--- config.mk ---
export PLATFORM = sky130hd
export DESIGN_NAME = t05_mem_arbiter_flat
export DESIGN_NICKNAME = d
export VERILOG_FILES = /design/src/rtl/t05_mem_pkg.sv /design/src/rtl/t05_mem_arbiter_if.sv /design/src/rtl/t05_arb_pick.sv /design/src/rtl/t05_mem_arbiter.sv /design/src/flat_wrapper.sv
export SDC_FILE = /design/constraint.sdc
export NUM_CORES = 1
export LEC_CHECK = 0
export CAP_MARGIN = 30
export CORE_MARGIN = 1
export CORE_UTILIZATION = 44
export DETAILED_ROUTE_END_ITERATION = 7
export GPL_TIMING_DRIVEN = 0
export PLACE_DENSITY = 0.83
export SLEW_MARGIN = 30
export SYNTH_ARGS = -nofsm -noshare
export SYNTH_HDL_FRONTEND = slang
export SYNTH_SLANG_ARGS = --single-unit
export TNS_END_PERCENT = 10
--- constraint.sdc ---
create_clock -name clk -period 4.6 [get_ports clk]
set_input_delay 0.92 -clock clk [delete_from_list [all_inputs] [get_ports clk]]
set_output_delay 0.92 -clock clk [all_outputs]
set_load 0.02 [all_outputs]
--- src/rtl/t05_mem_pkg.sv ---
// Shared types and defaults for the t05 memory-bus arbiter.
package t05_mem_pkg;

    typedef enum logic [1:0] {
        IDLE  = 2'd0,
        ISSUE = 2'd1,
        ACK   = 2'd2
    } arb_state_t;

    // Owner encodings double as the one-hot value driven on grant.
    localparam logic [1:0] GRANT_NONE = 2'b00;
    localparam logic [1:0] GRANT_I    = 2'b01;
    localparam logic [1:0] GRANT_D    = 2'b10;

    localparam int DEF_MAX_STARVE = 4;
    localparam int DEF_TIMEOUT    = 255;

endpackage

--- src/rtl/t05_mem_arbiter_if.sv ---
// Requester and memory-bus signal bundle for the t05 arbiter.
interface t05_mem_arbiter_if #(
    parameter int ADDR_W = 32,
    parameter int DATA_W = 32
);
    // Requesters raise *_req and hold it with stable fields until the matching
    // one-cycle *_ack; the bus completes a strobe in any cycle bus_busy is low.
    logic              i_req;
    logic [ADDR_W-1:0] i_addr;
    logic              i_ack;
    logic [DATA_W-1:0] i_rdata;
    logic              d_req;
    logic              d_we;
    logic [ADDR_W-1:0] d_addr;
    logic [DATA_W-1:0] d_wdata;
    logic              d_ack;
    logic [DATA_W-1:0] d_rdata;
    logic              err;
    logic              bus_read;
    logic              bus_write;
    logic [ADDR_W-1:0] bus_addr;
    logic [DATA_W-1:0] bus_wdata;
    logic [DATA_W-1:0] bus_rdata;
    logic              bus_busy;
    logic [1:0]        grant;

    modport slave (
        input  i_req, i_addr, d_req, d_we, d_addr, d_wdata, bus_rdata, bus_busy,
        output i_ack, i_rdata, d_ack, d_rdata, err,
        output bus_read, bus_write, bus_addr, bus_wdata, grant
    );

    modport master (
        output i_req, i_addr, d_req, d_we, d_addr, d_wdata, bus_rdata, bus_busy,
        input  i_ack, i_rdata, d_ack, d_rdata, err,
        input  bus_read, bus_write, bus_addr, bus_wdata, grant
    );

endinterface

--- src/rtl/t05_arb_pick.sv ---
// Data-first requester pick with a saturating fetch-starvation counter.
module t05_arb_pick
    import t05_mem_pkg::*;
#(
    parameter int MAX_STARVE = DEF_MAX_STARVE
) (
    input  logic       clk,
    input  logic       nrst,
    input  logic       en_i,
    input  logic       i_req_i,
    input  logic       d_req_i,
    output logic [1:0] pick_o
);

    localparam int SW = $clog2(MAX_STARVE + 1);
    localparam logic [SW-1:0] STARVE_MAX = SW'(MAX_STARVE);

    logic [SW-1:0] starve_q;
    logic [SW-1:0] starve_d;

    always_comb begin
        pick_o   = GRANT_NONE;
        starve_d = starve_q;
        if (d_req_i && !(i_req_i && starve_q == STARVE_MAX)) begin
            pick_o = GRANT_D;
        end else if (i_req_i) begin
            pick_o = GRANT_I;
        end
        // The counter only moves when the pick is actually turned into a grant.
        if (en_i) begin
            if (pick_o == GRANT_I) begin
                starve_d = '0;
            end else if (pick_o == GRANT_D) begin
                if (!i_req_i) begin
                    starve_d = '0;
                end else if (starve_q != STARVE_MAX) begin
                    starve_d = starve_q + SW'(1);
                end
            end
        end
    end

    always_ff @(posedge clk or negedge nrst) begin
        if (!nrst) begin
            starve_q <= '0;
        end else begin
            starve_q <= starve_d;
        end
    end

endmodule

--- src/rtl/t05_mem_arbiter.sv ---
// Shared memory-bus arbiter: IDLE grants, ISSUE holds the strobe, ACK pulses the owner.
module t05_mem_arbiter
    import t05_mem_pkg::*;
#(
    parameter int ADDR_W     = 32,
    parameter int DATA_W     = 32,
    parameter int MAX_STARVE = DEF_MAX_STARVE,
    parameter int TIMEOUT    = DEF_TIMEOUT
) (
    input  logic               clk,
    input  logic               nrst,
    t05_mem_arbiter_if.slave   bus,
    output arb_state_t         state_o
);

    localparam int TW = $clog2(TIMEOUT + 1);
    localparam logic [TW-1:0] TO_LAST = TW'(TIMEOUT - 1);

    arb_state_t        state_q, state_d;
    logic [1:0]        grant_q, grant_d;
    logic              bus_read_q, bus_read_d;
    logic              bus_write_q, bus_write_d;
    logic [ADDR_W-1:0] bus_addr_q, bus_addr_d;
    logic [DATA_W-1:0] bus_wdata_q, bus_wdata_d;
    logic              i_ack_q, i_ack_d;
    logic              d_ack_q, d_ack_d;
    logic [DATA_W-1:0] i_rdata_q, i_rdata_d;
    logic [DATA_W-1:0] d_rdata_q, d_rdata_d;
    logic              err_q, err_d;
    logic [TW-1:0]     to_cnt_q, to_cnt_d;
    logic [DATA_W-1:0] rd_val;
    logic              pick_en;
    logic [1:0]        pick;

    t05_arb_pick #(.MAX_STARVE(MAX_STARVE)) u_pick (
        .clk     (clk),
        .nrst    (nrst),
        .en_i    (pick_en),
        .i_req_i (bus.i_req),
        .d_req_i (bus.d_req),
        .pick_o  (pick)
    );

    always_comb begin
        state_d     = state_q;
        grant_d     = grant_q;
        bus_read_d  = bus_read_q;
        bus_write_d = bus_write_q;
        bus_addr_d  = bus_addr_q;
        bus_wdata_d = bus_wdata_q;
        i_ack_d     = 1'b0;
        d_ack_d     = 1'b0;
        i_rdata_d   = '0;
        d_rdata_d   = '0;
        err_d       = 1'b0;
        to_cnt_d    = to_cnt_q;
        pick_en     = 1'b0;
        rd_val      = (bus_read_q && !bus.bus_busy) ? bus.bus_rdata : '0;
        unique case (state_q)
            IDLE: begin
                pick_en = 1'b1;
                if (pick == GRANT_I) begin
                    grant_d     = GRANT_I;
                    bus_read_d  = 1'b1;
                    bus_write_d = 1'b0;
                    bus_addr_d  = bus.i_addr;
                    bus_wdata_d = '0;
                    to_cnt_d    = '0;
                    state_d     = ISSUE;
                end else if (pick == GRANT_D) begin
                    grant_d     = GRANT_D;
                    bus_read_d  = !bus.d_we;
                    bus_write_d = bus.d_we;
                    bus_addr_d  = bus.d_addr;
                    bus_wdata_d = bus.d_we ? bus.d_wdata : '0;
                    to_cnt_d    = '0;
                    state_d     = ISSUE;
                end
            end
            ISSUE: begin
                // A busy cycle that would reach TIMEOUT completes with err and no data.
                if (!bus.bus_busy || to_cnt_q == TO_LAST) begin
                    grant_d     = GRANT_NONE;
                    bus_read_d  = 1'b0;
                    bus_write_d = 1'b0;
                    bus_addr_d  = '0;
                    bus_wdata_d = '0;
                    err_d       = bus.bus_busy;
                    if (grant_q == GRANT_I) begin
                        i_ack_d   = 1'b1;
                        i_rdata_d = rd_val;
                    end else begin
                        d_ack_d   = 1'b1;
                        d_rdata_d = rd_val;
                    end
                    state_d = ACK;
                end else begin
                    to_cnt_d = to_cnt_q + TW'(1);
                end
            end
            ACK: begin
                state_d = IDLE;
            end
            default: begin
                state_d = IDLE;
            end
        endcase
    end

    always_ff @(posedge clk or negedge nrst) begin
        if (!nrst) begin
            state_q     <= IDLE;
            grant_q     <= GRANT_NONE;
            bus_read_q  <= 1'b0;
            bus_write_q <= 1'b0;
            bus_addr_q  <= '0;
            bus_wdata_q <= '0;
            i_ack_q     <= 1'b0;
            d_ack_q     <= 1'b0;
            i_rdata_q   <= '0;
            d_rdata_q   <= '0;
            err_q       <= 1'b0;
            to_cnt_q    <= '0;
        end else begin
            state_q     <= state_d;
            grant_q     <= grant_d;
            bus_read_q  <= bus_read_d;
            bus_write_q <= bus_write_d;
            bus_addr_q  <= bus_addr_d;
            bus_wdata_q <= bus_wdata_d;
            i_ack_q     <= i_ack_d;
            d_ack_q     <= d_ack_d;
            i_rdata_q   <= i_rdata_d;
            d_rdata_q   <= d_rdata_d;
            err_q       <= err_d;
            to_cnt_q    <= to_cnt_d;
        end
    end

    assign bus.grant     = grant_q;
    assign bus.bus_read  = bus_read_q;
    assign bus.bus_write = bus_write_q;
    assign bus.bus_addr  = bus_addr_q;
    assign bus.bus_wdata = bus_wdata_q;
    assign bus.i_ack     = i_ack_q;
    assign bus.d_ack     = d_ack_q;
    assign bus.i_rdata   = i_rdata_q;
    assign bus.d_rdata   = d_rdata_q;
    assign bus.err       = err_q;
    assign state_o       = state_q;

endmodule
--- src/flat_wrapper.sv ---
// flat-port wrapper written by rule: the top's interface ports become plain ports
module t05_mem_arbiter_flat import t05_mem_pkg::*;
#(
    parameter int ADDR_W     = 32,
    parameter int DATA_W     = 32,
    parameter int MAX_STARVE = DEF_MAX_STARVE,
    parameter int TIMEOUT    = DEF_TIMEOUT
)
  (clk, nrst, state_o, bus_i_req, bus_i_addr, bus_d_req, bus_d_we, bus_d_addr, bus_d_wdata, bus_bus_rdata, bus_bus_busy, bus_i_ack, bus_i_rdata, bus_d_ack, bus_d_rdata, bus_err, bus_bus_read, bus_bus_write, bus_bus_addr, bus_bus_wdata, bus_grant);
  t05_mem_arbiter_if #(.ADDR_W(ADDR_W), .DATA_W(DATA_W)) bus_i ();
  input  logic clk;
  input  logic nrst;
  output arb_state_t state_o;
  input wire logic [$bits(bus_i.i_req)-1:0] bus_i_req;
  input wire logic [$bits(bus_i.i_addr)-1:0] bus_i_addr;
  input wire logic [$bits(bus_i.d_req)-1:0] bus_d_req;
  input wire logic [$bits(bus_i.d_we)-1:0] bus_d_we;
  input wire logic [$bits(bus_i.d_addr)-1:0] bus_d_addr;
  input wire logic [$bits(bus_i.d_wdata)-1:0] bus_d_wdata;
  input wire logic [$bits(bus_i.bus_rdata)-1:0] bus_bus_rdata;
  input wire logic [$bits(bus_i.bus_busy)-1:0] bus_bus_busy;
  output wire logic [$bits(bus_i.i_ack)-1:0] bus_i_ack;
  output wire logic [$bits(bus_i.i_rdata)-1:0] bus_i_rdata;
  output wire logic [$bits(bus_i.d_ack)-1:0] bus_d_ack;
  output wire logic [$bits(bus_i.d_rdata)-1:0] bus_d_rdata;
  output wire logic [$bits(bus_i.err)-1:0] bus_err;
  output wire logic [$bits(bus_i.bus_read)-1:0] bus_bus_read;
  output wire logic [$bits(bus_i.bus_write)-1:0] bus_bus_write;
  output wire logic [$bits(bus_i.bus_addr)-1:0] bus_bus_addr;
  output wire logic [$bits(bus_i.bus_wdata)-1:0] bus_bus_wdata;
  output wire logic [$bits(bus_i.grant)-1:0] bus_grant;
  assign bus_i.i_req = bus_i_req;
  assign bus_i.i_addr = bus_i_addr;
  assign bus_i.d_req = bus_d_req;
  assign bus_i.d_we = bus_d_we;
  assign bus_i.d_addr = bus_d_addr;
  assign bus_i.d_wdata = bus_d_wdata;
  assign bus_i.bus_rdata = bus_bus_rdata;
  assign bus_i.bus_busy = bus_bus_busy;
  assign bus_i_ack = bus_i.i_ack;
  assign bus_i_rdata = bus_i.i_rdata;
  assign bus_d_ack = bus_i.d_ack;
  assign bus_d_rdata = bus_i.d_rdata;
  assign bus_err = bus_i.err;
  assign bus_bus_read = bus_i.bus_read;
  assign bus_bus_write = bus_i.bus_write;
  assign bus_bus_addr = bus_i.bus_addr;
  assign bus_bus_wdata = bus_i.bus_wdata;
  assign bus_grant = bus_i.grant;
  t05_mem_arbiter #(.ADDR_W(ADDR_W), .DATA_W(DATA_W), .MAX_STARVE(MAX_STARVE), .TIMEOUT(TIMEOUT)) u_core (.clk(clk), .nrst(nrst), .bus(bus_i), .state_o(state_o));
endmodule
======== Yosys cells after proc, flatten, opt, wreduce, memory -nomap -nowiden ========
Index checks and enable logic that the tools add are counted.
W data, S select, Z words.
word-level totals
  register bits ........................... 148
  input port bits ......................... 134
  word-level logic and storage cells ...... 89
cells by class
  add/subtract/negate cells ............... 2
  equality and inequality tests ........... 11
  mux-type cells .......................... 49
  reductions and logical operators ........ 14
operators with widths
  cell                   count
  $mux W32               13
  $pmux W32 S2           2
  $mux W8                3
  $pmux W8 S2            1
  $mux W1                15
  $mux W2                7
  $mux W3                4
  $reduce_and A3 Y1      3
  $add A8 B1 Y8 const B  1
  $eq A8 B8 Y1 const B   1
  $pmux W2 S2            2
  $eq A2 B1 Y1 const B   3
  $ne A3 B1 Y1 const B   2
  $pmux W1 S2            2
  $reduce_bool A2 Y1     2
  $add A3 B1 Y3 const B  1
  $eq A3 B3 Y1 const B   1
  $logic_and A1 B1 Y1    3
  $logic_not A1 Y1       3
  $ne A3 B3 Y1 const B   1
  $eq A2 B2 Y1 const B   1
  $logic_not A2 Y1       1
  $ne A2 B1 Y1 const B   1
  $ne A2 B2 Y1 const B   1
  other kinds (2)        2

======== Depth between registers and ports, before layout ========
Gate-level depths: netlist of run 1.
  word-level depth ........................ 9
  gate-level depth with buffers ........... 9

======== Modules after synthesis ========
From an unflattened synthesis of run 1, not the netlist that was laid out.
unflattened totals
  cell total of the unflattened synthesis .. 452
  area, all modules ....................... 5,611.6 um^2
by module, submodules not included
  module           instances  cells an instance  area an instance (um^2)
  t05_mem_arbiter  1          430                5,426.5
  t05_arb_pick     1          22                 185.2

======== Worst setup path after synthesis of run 1 ========
Ideal clock, no wire load.
  kind .................................... in2reg
  from .................................... in bus_d_req
  to ...................................... reg u_core.bus_addr_q[31], in the netlist u_core.bus.bus_addr[31]
  arrival ................................. 1.932 ns
  path slack .............................. 2.587 ns
  stages on the path ...................... 6
  buffers on the path ..................... 3
  path through ............................ buf_2 o21a_1 a21oi_2 buf_2 buf_2 o2bb2ai_1
between the ends
  longest elaborated chain between the ends .. 5
  elaborated cells on any way between the ends .. 8
ends and longest elaborated chain
  what                                                                       RTL line                                      text
  start: declaration                                                         flat_wrapper.sv:16                            input wire logic [$bits(bus_i.d_req)-1:0] bus_d_req;
  $logic_and A1 B1 Y1 (*)                                                    t05_arb_pick.sv:24                            if (d_req_i && !(i_req_i && starve_q == STARVE_MAX)) begin
  $mux W2 (*)                                                                t05_arb_pick.sv:24
  $eq A2 B2 Y1 / $eq A2 B1 Y1 (equally long branches)                        t05_mem_arbiter.sv:70, t05_mem_arbiter.sv:62
  $ne A3 B1 Y1 (no source line) / $mux W32 (equally long branches)           -
  $reduce_and A3 Y1 (no source line) / $pmux W32 S2 (equally long branches)  -
  end signal: assignment                                                     t05_mem_arbiter.sv:129                        bus_addr_q <= bus_addr_d;
  end: declaration                                                           t05_mem_arbiter.sv:23                         logic [ADDR_W-1:0] bus_addr_q, bus_addr_d;
Every way passes the cells marked *; elsewhere a longest branch is shown, timed or not.
A chain may end at the register's enable or synchronous reset.

======== Worst setup path in the final report of run 1 ========
  from .................................... reg u_core.state_q[1], in the netlist u_core.state_o[1]
  to ...................................... out state_o[1]
RTL lines
  what                      RTL line                text
  start: declaration        t05_mem_arbiter.sv:19   arb_state_t state_q, state_d;
  start signal: assignment  t05_mem_arbiter.sv:125  state_q <= state_d;
  end: declaration          flat_wrapper.sv:13      output arb_state_t state_o;
No word-level cell between the ends.

==> results.txt, run 1 <==
outcome -> complete, no violations
sequential share of the synthesized area -> 0.666
antenna cells -> 0
hold_buf cts -> 0
Inst Count DP -> 854
Adder-Cell Fraction of Synth Area -> 0.00900
first-pass GRT wire length -> 24900 um
Detailed Place HPWL -> 12200 um
CTS root buffer -> clkbuf_16
P_int -> 3.45 mW
Post-Synth Simple-Gate Area -> 0.107
clock tree buffer depth -> 2
FP Rows -> 40
Gate Count Post-Synth -> 416
Final Skew -> 0.00747 ns
Final period util -> 0.546
Syn Area/Cell -> 13.4 um2
CP cell instances -> clkdlybuf4s50_1
CP required -> 3.68 ns
Worst setup startpoint -> u_core.state_o[1]
Seq pwr share -> 0.346
Clock Pin Slew Worst Setup and Hold Paths -> 0.06 ns
xor/xnor cell area share of the yosys netlist -> 0.00158
Starting Density -> 0.457
area delta synth->final -> 64.1%
multiplexer share of the synthesized area -> 0.00180
reg2reg setup slack -> 2.55 ns
sw frac -> 0.331
worst hold slack -> 0.473 ns
Routed WL -> 15900 um
Hold/Removal Path Class -> reg2reg
Global Route Usage Sum -> 0.253
Post-Syn Nets -> 554
Clock power frac -> 0.278
r2r endpoint -> u_core.bus.bus_wdata[11]
Critical path buffers and inverters -> 1
critical path arrival -> 1.59 ns
Power per Cell Area -> 565 nW/um2
max-cap violations -> 0
Core Util, Final -> 0.750
Fin. Hold Viols -> 0
die height -> 114 um
Yosys reg bits -> 148
post-route insts no fill -> 885
asr flop ratio synth -> 1.00
Worst Hold Depth -> 1
Clk Latency, worst-skew pair -> 0.41 ns
RSZ-0062 raised after global routing -> no
TritonCTS clock tree -> built
yosys warns -> 0
Yosys cell types -> 42
Min-Delay Endpoint -> u_core.bus.bus_addr[1]
IO Count -> 271
Stages on worst setup path -> 1
GP Congestion -> 0.823
Slew @ Worst Pin -> 0.699 ns
wire length per cell -> 18.0 um
Starting DRT DRC Count -> 270
DRC -> 0
crit path max fanout -> 5
Core Area -> 12200 um2
vias after detailed routing -> 4609
Die W -> 114 um
critical path class -> reg2out
combinational power share -> 0.376
FF-to-FF Start -> u_core.to_cnt_q[0]
vias in the first global route -> 4815
most common cell after layout, fill and taps aside -> clkdlybuf4s50_1
Post-CTS Resized -> 0
max_slew headroom -> 0.531
Tmin final -> 2.51 ns
worst IR drop on VDD -> 0.326 mV
Layout Nets -> 843
Mapped Area -> 5560 um2
sw power -> 1.71 mW
vias per cell -> 5.21
H-Tree Depth -> 4
setup bufs post-CTS -> 0
leakage -> 4.48 nW
# setup viols final -> 0
Clock Sinks -> 148
slowest stage delay, CP -> 0.68 ns
reg2reg path depth -> 7
ANT nets after route -> 0
total CTS buffers -> 17
Worst Min Path Start -> u_core.bus.bus_addr[1]
CP Launch Type -> register
First-pass DRT Iterations -> 4
die area -> 13100 um2
layout cells sized above 1 -> 0.0739
Compound-Gate Fraction of Synth Area -> 0.180
Fmax achieved -> 398 MHz
Congestion Overflow GR -> 0
largest family of logic cells by synthesized area -> compound AO/OA/AOI/OAI gates
crit path capture type -> output pin
port bufs -> 269
antenna violations before repair -> 0
most used flip-flop cell after synthesis -> dfrtp_1
largest net degree at the start of global routing -> 82
crit path max-delay cell type -> clkdlybuf4s50_1
EDFF count, synth -> 0
max-slew violation count -> 0
most frequent cells in the layout -> 268 x clkdlybuf4s50_1, 148 x dfrtp_1, 66 x and3_1
CP delay by family, top -> buffers and inverters
[stage by stage]
stage | TNS (ns) | setup WS, ns | power (mW) | cell area, um2
2_1_floorplan | 0 | 2.59 | 2.77 | 5560
3_3_place_gp | -421.76 | -2.86 | 3.69 | 8460
3_5_place_dp | 0 | 1.80 | 3.76 | 8500
4_1_cts | 0 | 2.07 | 5.21 | 9130
5_1_grt | 0 | 2.03 | 5.42 | 9130
6_report | 0 | 2.09 | 5.16 | 9130
[power by group through the flow]
stage | Sequential (mW) | Combinational, mW | Clock (mW)
floorplan | 2.13 | 0.641 | 0
global placement | 1.79 | 1.90 | 0
detailed placement | 1.80 | 1.95 | 0
CTS | 1.78 | 1.96 | 1.46
global route | 1.82 | 2.08 | 1.52
finish | 1.78 | 1.94 | 1.43
[cell families (layout without fill, tap and decap cells)]
kind of cell    Yosys count  count (layout)
flops                   148             148
compound gates          121             121
simple gates            101             101
buf+inv                  40             341
fa+ha+maj                 4               4
xor+xnor                  1               1
mux                       1               1
[sequential cells by signal, summed over array words and instances, names as in the netlist]
name,count
u_core.bus.bus_addr,32
u_core.bus.bus_wdata,32
u_core.bus.d_rdata,32
u_core.bus.i_rdata,32
u_core.to_cnt_q,8
u_core.u_pick.starve_q,3
u_core.bus.grant,2
u_core.state_o,2
u_core.bus.bus_read,1
u_core.bus.bus_write,1
u_core.bus.d_ack,1
u_core.bus.err,1
u_core.bus.i_ack,1
[synth_stat cells, drive strengths merged, types with 3 or more instances]
cell / count / area (um2)
and3: 66 / 413
nor3: 3 / 15.0
dfrtp: 148 / 3700
ha: 4 / 50.1
nand2: 7 / 28.8
nand3: 6 / 30.0
a21o: 34 / 255
clkbuf: 19 / 71.3
inv: 7 / 26.3
o31ai: 3 / 22.5
nor2: 8 / 32.5
o21ai: 6 / 33.8
buf: 14 / 95.1
nand4: 3 / 18.8
o211ai: 3 / 22.5
a22o: 63 / 552
[area by class of cell]
class / count / area, um2
repair buffers: 270 / 2730
inverters: 7 / 26.3
flip-flops and latches: 148 / 3700
fillers: 773 / 3040
clock inverters: 7 / 119
plain buffers: 33 / 166
clock buffers: 24 / 512
multi-input cells: 228 / 1660
well taps: 168 / 210
[how the worst max path moves through the flow]
| stage | endpoint | slack (ns) |
|---|---|---|
| floorplan | u_core.bus.bus_addr[31] | 2.59 |
| global placement | u_core.bus.bus_wdata[0] | -2.86 |
| detailed placement | u_core.bus.bus_addr[28] | 1.80 |
| CTS | state_o[1] | 2.07 |
| global route | state_o[1] | 2.03 |
| finish | state_o[1] | 2.09 |
[routing by layer]
layer | GRT usage | wire (um) | vias up
met4 | 0.120 | 507 | 0
li1 | - | - | 2104
met5 | 0 | 0 | -
met3 | 0.0709 | 1050 | 35
met1 | 0.284 | 5950 | 2277
met2 | 0.445 | 8420 | 193
No activity file was read; power rests on OpenSTA's default activity.
==> inputs of run 2 (changes only) <==
Settings changed: CORE_UTILIZATION 44 to 37, PLACE_DENSITY 0.83 to 0.74.
Clock period 4.6 ns to 2.2 ns, I/O delays scaled along.
==> run 2 against run 1 <==
Against the previous run:
- sequential cell count unchanged
- utilization shrank 13 points
- design area about the same
- register-to-register slack lost 2.4 ns
- combinational power increased by 110%
- power increased by 110%
- largest power group unchanged
==> results.txt, run 2 (synthesis results as in run 1) <==
outcome -> complete, no violations (unchanged)
First-pass DRT Iterations -> 5 (was 4)
total CTS buffers -> 17 (unchanged)
wire length per cell -> 17.9 um (was 18.0 um)
Filler Cells Inserted -> 1098 (was 773)
antenna violations before repair -> 0 (unchanged)
clock tree buffer depth -> 2 (unchanged)
vias after detailed routing -> 4565 (was 4609)
most frequent cells in the layout -> 268 x clkdlybuf4s50_1, 148 x dfrtp_1, 66 x and3_1 (unchanged)
Clock Sinks -> 148 (unchanged)
total power -> 10.6 mW (was 5.16 mW)
max-cap violations -> 0 (unchanged)
FP Rows -> 44 (was 40)
ANT nets after route -> 0 (unchanged)
Die W -> 125 um (was 114 um)
GP Congestion -> 0.833 (was 0.823)
Fin. Hold Viols -> 0 (unchanged)
Clk Latency, worst-skew pair -> 0.41 ns (about the same)
crit path max fanout -> 10 (was 5)
max_slew headroom -> 0.540 (was 0.531)
CTS root buffer -> clkbuf_16 (unchanged)
vias per cell -> 5.06 (was 5.21)
dpl ws -> -0.102 ns (was 1.80 ns)
critical path class -> reg2reg (was reg2out)
Critical path buffers and inverters -> 3 (was 1)
port bufs -> 269 (unchanged)
Worst Hold Depth -> 2 (was 1)
Congestion Overflow GR -> 0 (unchanged)
worst IR drop on VDD -> 0.643 mV (was 0.326 mV)
antenna cells -> 0 (unchanged)
Tmin final -> 2.04 ns
# setup viols final -> 0 (unchanged)
Multi-input gate area -> 1670 um2 (was 1660 um2)
critical path arrival -> 2.34 ns (was 1.59 ns)
DRC -> 0 (unchanged)
post-route insts no fill -> 902 (was 885)
Routed WL -> 16100 um (was 15900 um)
vias in the first global route -> 4810 (was 4815)
setup TNS -> 0 ns (unchanged)
area delta synth->final -> 64.0% (was 64.1%)
Starting Density -> 0.381 (was 0.457)
Power per Cell Area -> 1160 nW/um2 (was 565 nW/um2)
slowest stage delay, CP -> 0.43 ns (was 0.68 ns)
most common cell after layout, fill and taps aside -> clkdlybuf4s50_1 (unchanged)
Fmax achieved -> 491 MHz
layout cells sized above 1 -> 0.0766 (was 0.0739)
Core Area -> 14600 um2 (was 12200 um2)
CP delay by family, top -> compound AO/OA/AOI/OAI gates (was buffers and inverters)
Detailed Place HPWL -> 12000 um (was 12200 um)
max-slew violation count -> 0 (unchanged)
crit path max-delay cell type -> dfrtp_1 (was clkdlybuf4s50_1)
worst setup margin -> 0.162 ns (was 2.09 ns)
Hold/Removal Path Class -> in2reg (was reg2reg)
reg2reg path depth -> 8 (was 7)
worst hold slack -> 0.397 ns (was 0.473 ns)
Inst Count DP -> 870 (was 854)
largest net degree at the start of global routing -> 88 (was 82)
CP cell instances -> inv_1 > ha_1 > nand3_1 > o21ai_2 > a21oi_4 > clkbuf_4 > buf_2 > a21o_1 (was clkdlybuf4s50_1)
die height -> 125 um (was 114 um)
Final period util -> 0.926
H-Tree Depth -> 4 (unchanged)
crit path capture type -> register (was output pin)
die area -> 15500 um2 (was 13100 um2)
Slew @ Worst Pin -> 0.685 ns (was 0.699 ns)
Stages on worst setup path -> 8 (was 1)
CP required -> 2.50 ns (was 3.68 ns)
Clock Pin Slew Worst Setup and Hold Paths -> 0.06 ns (about the same)
first-pass GRT wire length -> 25800 um (was 24900 um)
RSZ-0062 raised after global routing -> no (unchanged)
IO Count -> 271 (unchanged)
CP Launch Type -> register (unchanged)
Global Route Usage Sum -> 0.213 (was 0.253)
Starting DRT DRC Count -> 214 (was 270)
FF/Latch Area -> 3700 um2 (unchanged)
TritonCTS clock tree -> built (unchanged)
Final Skew -> 0.00862 ns (was 0.00747 ns)
leakage -> 4.47 nW (was 4.48 nW)
Layout Nets -> 844 (was 843)
run 2: area by class of cell:
cell class,instances,area share
plain buffers,33,0.0187
clock buffers,19,0.0497
clock inverters,12,0.0143
inverters,7,0.00288
multi-input cells,228,0.183
flip-flops and latches,148,0.406
well taps,184,0.0252
repair buffers,271,0.300
run 2: through the flow:
stage | utilization | instance area (um2)
2_1_floorplan | - | 5560
3_3_place_gp | 0.581 | 8480
3_5_place_dp | 0.584 | 8520
4_1_cts | 0.624 | 9110
5_1_grt | 0.625 | 9120
6_report | 0.625 | 9120
run 2: final timing paths:
kind                                          from                   endpoint  slack [ns]
setup / recovery                u_core.to_cnt_q[0]    u_core.bus.bus_addr[27]        0.16
hold reg to reg            u_core.bus.bus_addr[15]    u_core.bus.bus_addr[15]        0.48
max in group asynchronous                     nrst     u_core.bus.d_rdata[10]        0.87
hold / removal                           bus_d_req  u_core.u_pick.starve_q[2]        0.40
setup reg to reg                u_core.to_cnt_q[0]    u_core.bus.bus_addr[27]        0.16
min in group asynchronous                     nrst   u_core.bus.bus_wdata[30]        0.55
run 2: timing repair:
item / CTS / global route
hold buffers: 1 / 0
setup buffers: 0 / 0
endpoints found under the setup margin: 0 / 33
resized for setup: 0 / 4
hold endpoints to repair: 61 / 0
run 2: layer usage:
metal,up-vias,wire length [um],track usage
met3,27,1080,0.0606
met2,204,8160,0.356
met5,-,0,0
li1,2102,-,-
met1,2232,6530,0.261
met4,0,344,0.0836
run 2: power by group:
group          leakage, nW  switching, mW  internal, mW
Sequential            1.99          0.380          3.35
Combinational         2.19           2.15          1.92
Clock                0.285           1.10          1.72
